### config.mk
export PLATFORM = sky130hd
export DESIGN_NAME = vram_arbiter
export DESIGN_NICKNAME = d
export VERILOG_FILES = /design/src/rtl/vram_arbiter.sv
export SDC_FILE = /design/constraint.sdc
export NUM_CORES = 1
export LEC_CHECK = 0
export ABC_AREA = 1
export CAP_MARGIN = 25
export CORE_MARGIN = 3
export CORE_UTILIZATION = 35
export CTS_CLUSTER_DIAMETER = 150
export CTS_CLUSTER_SIZE = 40
export DETAILED_ROUTE_END_ITERATION = 6
export GPL_ROUTABILITY_DRIVEN = 0
export PLACE_DENSITY = 0.86
export SLEW_MARGIN = 20
export SYNTH_ARGS = -nofsm -noshare
export SYNTH_HDL_FRONTEND = slang
export SYNTH_SLANG_ARGS = --single-unit
### constraint.sdc
create_clock -name clk -period 1.95 [get_ports clk]
set_input_delay 0.39 -clock clk [delete_from_list [all_inputs] [get_ports clk]]
set_output_delay 0.39 -clock clk [all_outputs]
set_load 0.05 [all_outputs]
### src/rtl/vram_arbiter.sv
// Round-robin arbiter sharing one VRAM port among CORE_NUM cores, with locked bursts.
// Optional: define VRAM_ARB_CORE0_PRIO_EN to give core 0 priority outside lock bursts.
module vram_arbiter #(
  parameter int CORE_NUM  = 4,
  parameter int ADDR_W    = 16,
  parameter int DATA_W    = 16,
  parameter int MAX_BURST = 4
) (
  input  logic                       clk,
  input  logic                       rst,
  input  logic [CORE_NUM-1:0]        core_en,
  input  logic [CORE_NUM-1:0]        core_req,
  input  logic [CORE_NUM-1:0]        core_we,
  input  logic [CORE_NUM-1:0]        core_lock,
  input  logic [CORE_NUM*ADDR_W-1:0] core_addr,
  input  logic [CORE_NUM*DATA_W-1:0] core_wdata,
  output logic [CORE_NUM-1:0]        core_ack,
  output logic [DATA_W-1:0]          core_rdata,
  output logic                       mem_en,
  output logic                       mem_we,
  output logic [ADDR_W-1:0]          mem_addr,
  output logic [DATA_W-1:0]          mem_wdata,
  input  logic [DATA_W-1:0]          mem_rdata,
  output logic                       busy,
  output logic [2:0]                 grant_id
);

  localparam int IDX_W = (CORE_NUM > 1) ? $clog2(CORE_NUM) : 1;
  localparam logic [3:0] BURST_LIM = 4'(MAX_BURST - 1);

  typedef enum logic [1:0] {
    ST_IDLE  = 2'd0,
    ST_ISSUE = 2'd1,
    ST_WAIT  = 2'd2,
    ST_RESP  = 2'd3
  } state_t;

  state_t                r_state, w_state_nxt;
  logic [CORE_NUM-1:0]   r_ack, w_ack_nxt;
  logic [DATA_W-1:0]     r_rdata, w_rdata_nxt;
  logic                  r_mem_en, w_mem_en_nxt;
  logic                  r_mem_we, w_mem_we_nxt;
  logic [ADDR_W-1:0]     r_mem_addr, w_mem_addr_nxt;
  logic [DATA_W-1:0]     r_mem_wdata, w_mem_wdata_nxt;
  logic                  r_busy;
  logic [2:0]            r_grant_id;
  logic [IDX_W-1:0]      r_grant, w_grant_nxt;
  logic [IDX_W-1:0]      r_ptr, w_ptr_nxt;
  logic [3:0]            r_burst, w_burst_nxt, w_burst_ack;

  logic [CORE_NUM-1:0]   w_elig;
  logic                  w_lock_hit;
  logic [IDX_W-1:0]      w_rr_win, w_win;
  logic                  w_rr_vld, w_win_vld;

  assign w_elig     = core_req & core_en;
  assign w_lock_hit = (r_burst != 4'd0) && w_elig[r_grant];
  // Burst bookkeeping applied in the cycle the ack is visible to the core
  assign w_burst_ack = (core_lock[r_grant] && (r_burst < BURST_LIM)) ? (r_burst + 4'd1) : 4'd0;

  // Descending scan so the nearest eligible core after the pointer wins
  always_comb begin
    w_rr_win = r_ptr;
    w_rr_vld = 1'b0;
    for (int k = CORE_NUM; k >= 1; k--) begin
      if (w_elig[IDX_W'((int'(r_ptr) + k) % CORE_NUM)]) begin
        w_rr_win = IDX_W'((int'(r_ptr) + k) % CORE_NUM);
        w_rr_vld = 1'b1;
      end
    end
  end

  always_comb begin
    w_win     = '0;
    w_win_vld = 1'b0;
    if (w_lock_hit) begin
      w_win     = r_grant;
      w_win_vld = 1'b1;
    end
`ifdef VRAM_ARB_CORE0_PRIO_EN
    else if (w_elig[0]) begin
      w_win     = '0;
      w_win_vld = 1'b1;
    end
`endif
    else begin
      w_win     = w_rr_win;
      w_win_vld = w_rr_vld;
    end
  end

  always_comb begin
    w_state_nxt     = r_state;
    w_ack_nxt       = '0;
    w_rdata_nxt     = r_rdata;
    w_mem_en_nxt    = 1'b0;
    w_mem_we_nxt    = r_mem_we;
    w_mem_addr_nxt  = r_mem_addr;
    w_mem_wdata_nxt = r_mem_wdata;
    w_grant_nxt     = r_grant;
    w_ptr_nxt       = r_ptr;
    w_burst_nxt     = r_burst;
    case (r_state)
      ST_IDLE: begin
        if (!w_lock_hit) begin
          w_burst_nxt = 4'd0;
        end else begin
          w_burst_nxt = r_burst;
        end
        if (w_win_vld) begin
          w_grant_nxt       = w_win;
          w_ptr_nxt         = w_win;
          w_mem_en_nxt      = 1'b1;
          w_mem_we_nxt      = core_we[w_win];
          w_mem_addr_nxt    = core_addr[w_win*ADDR_W +: ADDR_W];
          w_mem_wdata_nxt   = core_wdata[w_win*DATA_W +: DATA_W];
          w_ack_nxt[w_win]  = core_we[w_win];
          w_state_nxt       = ST_ISSUE;
        end else begin
          w_state_nxt = ST_IDLE;
        end
      end
      ST_ISSUE: begin
        if (r_mem_we) begin
          w_burst_nxt = w_burst_ack;
          w_state_nxt = ST_IDLE;
        end else begin
          w_state_nxt = ST_WAIT;
        end
      end
      ST_WAIT: begin
        w_rdata_nxt        = mem_rdata;
        w_ack_nxt[r_grant] = 1'b1;
        w_state_nxt        = ST_RESP;
      end
      ST_RESP: begin
        w_burst_nxt = w_burst_ack;
        w_state_nxt = ST_IDLE;
      end
      default: begin
        w_state_nxt = ST_IDLE;
      end
    endcase
  end

  always_ff @(posedge clk or posedge rst) begin
    if (rst) begin
      r_state     <= ST_IDLE;
      r_ack       <= '0;
      r_rdata     <= '0;
      r_mem_en    <= 1'b0;
      r_mem_we    <= 1'b0;
      r_mem_addr  <= '0;
      r_mem_wdata <= '0;
      r_busy      <= 1'b0;
      r_grant_id  <= 3'd0;
      r_grant     <= '0;
      r_ptr       <= IDX_W'(CORE_NUM - 1);
      r_burst     <= 4'd0;
    end else begin
      r_state     <= w_state_nxt;
      r_ack       <= w_ack_nxt;
      r_rdata     <= w_rdata_nxt;
      r_mem_en    <= w_mem_en_nxt;
      r_mem_we    <= w_mem_we_nxt;
      r_mem_addr  <= w_mem_addr_nxt;
      r_mem_wdata <= w_mem_wdata_nxt;
      r_busy      <= (w_state_nxt != ST_IDLE);
      r_grant_id  <= 3'(w_grant_nxt);
      r_grant     <= w_grant_nxt;
      r_ptr       <= w_ptr_nxt;
      r_burst     <= w_burst_nxt;
    end
  end

  assign core_ack   = r_ack;
  assign core_rdata = r_rdata;
  assign mem_en     = r_mem_en;
  assign mem_we     = r_mem_we;
  assign mem_addr   = r_mem_addr;
  assign mem_wdata  = r_mem_wdata;
  assign busy       = r_busy;
  assign grant_id   = r_grant_id;

endmodule

======== After elaboration in Yosys (flattened, before gate mapping) ========
Cells that the tools add are included.
storage, ports and cells
  bits in registers ....................... 65
  input bits .............................. 162
  output and inout bits ................... 58
  logic and storage cells ................. 87
cells by class
  $add $sub $neg .......................... 5
  $lt $le $gt $ge ......................... 9
  equal/unequal tests ..................... 5
  shift-type cells ........................ 2
  muxes and demuxes ....................... 43
  bitwise operators ....................... 2
  reductions and logical operators ........ 10
operator list
  cell                                                  number
  variable part select 64 x 7 -> 16 bit                 2
  two-way mux 1 bit                                     21
  < comparator 2 x 4 -> 1 bit (second input constant)   4
  two-way mux 4 bit                                     4
  binary-select mux 1 bit (select 2 bit)                7
  two-way mux 2 bit                                     6
  one-hot mux 4 bit (3 select lines)                    1
  bitwise AND 4 bit                                     2
  one-hot mux 2 bit (4 select lines)                    1
  one-hot mux 4 bit (2 select lines)                    1
  < comparator 2 x 3 -> 1 bit (second input constant)   2
  adder 2 x 1 -> 2 bit (second input constant)          2
  adder 2 bit (second input constant)                   2
  adder 4 x 1 -> 4 bit (second input constant)          1
  demux 1 bit (select 2 bit)                            2
  == test 2 bit (second input constant)                 2
  >= comparator 2 x 1 -> 1 bit (second input constant)  2
  logical AND 1 bit                                     4
  < comparator 4 x 2 -> 1 bit (second input constant)   1
  != test 2 bit (second input constant)                 2
  nonzero test 4 bit                                    1
  AND reduction 3 bit                                   1
  nonzero test 3 bit                                    1
  == test 2 x 1 -> 1 bit (second input constant)        1
  other kinds (3)                                       3

======== Depth between registers and ports, before layout ========
  depth in word-level cells ............... 16
  mapped depth ............................ 18

======== Worst setup path before layout ========
Ideal clock, no wire load.
  path type ............................... reg-to-reg
  start point ............................. register grant_id[0] (netlist name)
  end point ............................... register r_mem_wdata[15], in the netlist mem_wdata[15]
  arrival time ............................ 1.961 ns
  required time ........................... 1.832 ns
  slack ................................... -0.130 ns
  stages on the path, launching flop included .. 17
  buffers on the path ..................... 1
  period minus slack after synthesis ...... 2.080 ns
  cells stage by stage .................... dfrtp_1 > inv_1 > nor2_1 > nand2_1 > nand2_1 > nor2_1 > a21oi_1 > nand2_1 > nand2_2 > inv_1 > nand2_1 > inv_2 > buf_4 > nand2_1 > nand2_1 > nor2_1 > nor2_1
RTL lines
  element               RTL line  RTL
  end signal, assigned  167       r_mem_wdata <= w_mem_wdata_nxt;
  end, declared         44        logic [DATA_W-1:0] r_mem_wdata, w_mem_wdata_nxt;

======== Worst setup path after layout ========
  start point ............................. register r_ptr[0]
  end point ............................... register r_mem_wdata[12], in the netlist mem_wdata[12]
on the way
  longest elaborated chain between the ends .. 10
ends and longest elaborated chain
  element                                                                       RTL line  RTL
  start, declared                                                               48        logic [IDX_W-1:0] r_ptr, w_ptr_nxt;
  start signal, assigned                                                        158       r_ptr <= IDX_W'(CORE_NUM - 1);
  start signal, assigned                                                        171       r_ptr <= w_ptr_nxt;
  adder 2 x 1 -> 2 bit                                                          66, 67
  binary-select mux 1 bit (select 2 bit)                                        66        if (w_elig[IDX_W'((int'(r_ptr) + k) % CORE_NUM)]) begin
  two-way mux 1 bit (implied by the code) (2 in series)                         66
  two-way mux 2 bit or two-way mux 1 bit (tied branches) (4 in series)          66
  two-way mux 2 bit or two-way mux 1 bit (tied branches)                        76        if (w_lock_hit) begin
  variable part select 64 x 7 -> 16 bit or AND reduction 2 bit (tied branches)  -
Parallel ways exist; a longest one is shown, timed or not. The select of a mux whose other input is x is not followed.
A chain may end at the register's enable or synchronous reset.

==> results.toml <==
[sta]
fin_setup_tns_ps = -6690
rsz0062_at_grt = "yes"
finalCriticalPeriod_ps = 2180
fin_crit_sh_pct = 112
hold_viol = 0
setup_viol = 37
skew_ps = 12.8
fin_hold_ws_ps = 409
worst_pin_slew_ps = 571
fin_ws_ps = -233
slew_violations = 0
max_clock_freq_ghz = 0.458
slew_headroom_pct = 61.5

[worst_setup_path]
crit_fanout = 12
startpoint_type = "flop"
endpoint_kind = "flop"
critPathBufInv = 3
path_cells = "buf_4, nand2_1, nand2_2, nand2_1, and2_4, nand2_2, nand2_2, nand3_4, nand2_4, buf_6, clkbuf_16, nand3_1, nand3_2, nor2_1, nor2_1"
critPathSlowestCell = "dfstp_2"
critical_path_required_ps = 2190
crit_arrival_ps = 2420
critPathTopFamily = "simple AND/OR/NAND/NOR gates"
critPathKind = "reg2reg"
slowest_delay_ps = 560
crit_path_frequent_cell = "nand2_2"

[floorplanning]
start_util_pct = 36.9
die_y_um = 112
core_area_um2 = 10600
fp.dieW_um = 112
ios = 220
dieArea_um2 = 12500
rows = 37

[grt]
grt_pass1_wl_um = 23700
antenna_found_initial = 0
gr-usage-met1_pct = 27.8
grt_overflow = 0
grt_pass1_vias = 4778
grt_max_degree = 34
grt.met2_usage_pct = 41.5
grt.total_usage_pct = 23.4
use_met3_pct = 6.41
grt-busiest-layer = "met2"

[layout]
fin_nets = 1010
area_growth_pct = 86.0
n_fill_cell = 846
utilization_pct = 68.7
diodes = 0
drive_gt1_share_pct = 19.5

[power]
irDropWorstVdd_v = 0.00134
power_density_nw_per_um2 = 2270
p_leak_nw = 3.45

[drt]
drt_pre_antenna_iters = 5
drc = 0
via_per_inst = 4.92
drt_iter0_drc = 216
antenna_left = 0
vias = 4858
wirelength_um = 15400
routedWlPerCell_um = 15.6

[cts]
cts_buffer_depth = 2
cts_max_level = 3
clk_pin_slew_ps = 80
cts_root_buffer = "clkbuf_8"
holdBufCountCts = 0
cts_num_sinks = 65
insertion_delay_ps = 340
cts_inserted_buffers = 9
cts_tree = "built"

[place]
dp_hpwl_um = 11400
port_buffers = 218

[synthesis]
yosysSeqAreaShare_pct = 41.6
synthCells = 586
avgSynthCellArea_um2 = 6.68
synth_seq_cells = 65
syn_area_um2 = 3910
synth_cell_types = 27
yosysWarnings = 0
synth_fp_nets = 750

[min_path]
hold_path.class = "in2async"

[outcome]
violations = "negative setup slack"
status = "finished with violations"

[flow_run]
maxCapViolCount = 0
-- layer usage --
metal,vias up,share of wire (%)
li1,2397,-
met1,2208,40
met2,221,50
met3,32,7.9
met4,0,2.1
met5,-,0
-- cells by family (layout without fill, tap and decap cells) --
group	Yosys count	in the layout	share of synthesized area, %
AOI/OAI and AO/OA	11	11	1.41
buffers and inverters	61	326	7.45
adders and majority gates	2	2	0.639
other	1	1	0.0958
xor gates and xnor gates	1	1	0.416
and+or+nand+nor	445	445	48.4
DFF	65	65	41.6
-- Yosys cell counts --
library cell | n | area share (%)
xnor2_2 | 1 | 0.42
inv_4 | 1 | 0.16
and2_4 | 1 | 0.22
o21ai_0 | 10 | 1.3
dfstp_2 | 2 | 1.3
dfrtp_1 | 63 | 40
buf_1 | 1 | 0.096
nor2_2 | 2 | 0.32
buf_2 | 15 | 1.9
nor3_1 | 1 | 0.13
buf_4 | 9 | 1.7
nand3_2 | 2 | 0.51
a21oi_1 | 1 | 0.13
clkbuf_1 | 10 | 0.96
clkinv_1 | 1 | 0.096
nor2_1 | 96 | 9.2
buf_6 | 1 | 0.29
nand4_1 | 31 | 5.0
inv_2 | 3 | 0.29
conb_1 | 1 | 0.096
ha_1 | 2 | 0.64
nand2_4 | 1 | 0.29
nand2_1 | 227 | 22
inv_1 | 20 | 1.9
nand2_2 | 2 | 0.32
nand3b_1 | 2 | 0.38
nand3_1 | 80 | 10
-- worst paths after layout --
path | depth (start not counted) | to | from | slack, ps
max in group asynchronous | 3 | mem_wdata[15]$_DFFE_PP0P_ | rst | 1000
setup reg to reg | 15 | mem_wdata[12]$_DFFE_PP0P_ | r_ptr[0]$_DFFE_PP1P_ | -230
hold reg to reg | 2 | core_rdata[6]$_DFFE_PP0P_ | core_rdata[6]$_DFFE_PP0P_ | 470
hold / removal | 2 | core_rdata[8]$_DFFE_PP0P_ | rst | 410
min in group clk | 2 | core_rdata[6]$_DFFE_PP0P_ | core_rdata[6]$_DFFE_PP0P_ | 470
setup / recovery | 15 | mem_wdata[12]$_DFFE_PP0P_ | r_ptr[0]$_DFFE_PP1P_ | -230
-- power by group --
part,internal (mW),switching (mW),total [mW]
Combinational,5.24,7.58,12.8
Clock,0.760,0.568,1.33
Sequential,2.03,0.382,2.41
-- per-stage QoR --
stage | setup WS (ps) | cell area, um^2 | instances | total power, mW
after floorplan | 20.1 | 3930 | 586 | 9.32
after global placement | -598 | 6500 | 953 | 13.0
after detailed placement | -667 | 6500 | 953 | 13.2
after CTS | -206 | 6970 | 979 | 15.5
after global routing | -351 | 7280 | 987 | 17.7
final | -233 | 7280 | 987 | 16.6
-- state kept, by name, indices dropped and copies added (netlist names), 2 cells and up --
register / flops
r_state: 2
core_ack: 4
r_ptr: 2
core_rdata: 16
grant_id: 2
mem_wdata: 16
r_burst: 4
mem_addr: 16
-- layout by cell type (no fill, tap or decap), types with 3 or more instances in the layout --
| cell | count |
|---|---|
| nand2_1 | 205 |
| clkdlybuf4s50_1 | 196 |
| nor2_1 | 90 |
| nand3_1 | 61 |
| dfrtp_1 | 61 |
| buf_4 | 56 |
| nand4_1 | 31 |
| nand3_2 | 18 |
| inv_1 | 17 |
| nand2_2 | 15 |
| buf_6 | 11 |
| buf_12 | 11 |
| nand2_4 | 10 |
| clkbuf_8 | 10 |
| o21ai_0 | 7 |
| dlymetal6s2s_1 | 7 |
| nor2_2 | 6 |
| inv_2 | 4 |
| nand3_4 | 3 |
-- area by class of cell --
class                   count  area (um^2)  area share (%)
well taps                 136          170            2.34
clock buffers              10          138            1.89
flip-flops and latches     65         1630            22.4
clock inverters             6         90.1            1.24
repair buffers            285         2900            39.8
multi-input cells         460         2240            30.8
inverters                  25          105            1.44
-- timing repair --
action                                  4_1_cts  5_1_grt
cloned                                        2        2
setup buffers                                 8        6
pin swaps                                     8       18
endpoints found under the setup margin       38       44
gates resized for setup                      40       58
No activity file was read; power rests on OpenSTA's default activity.
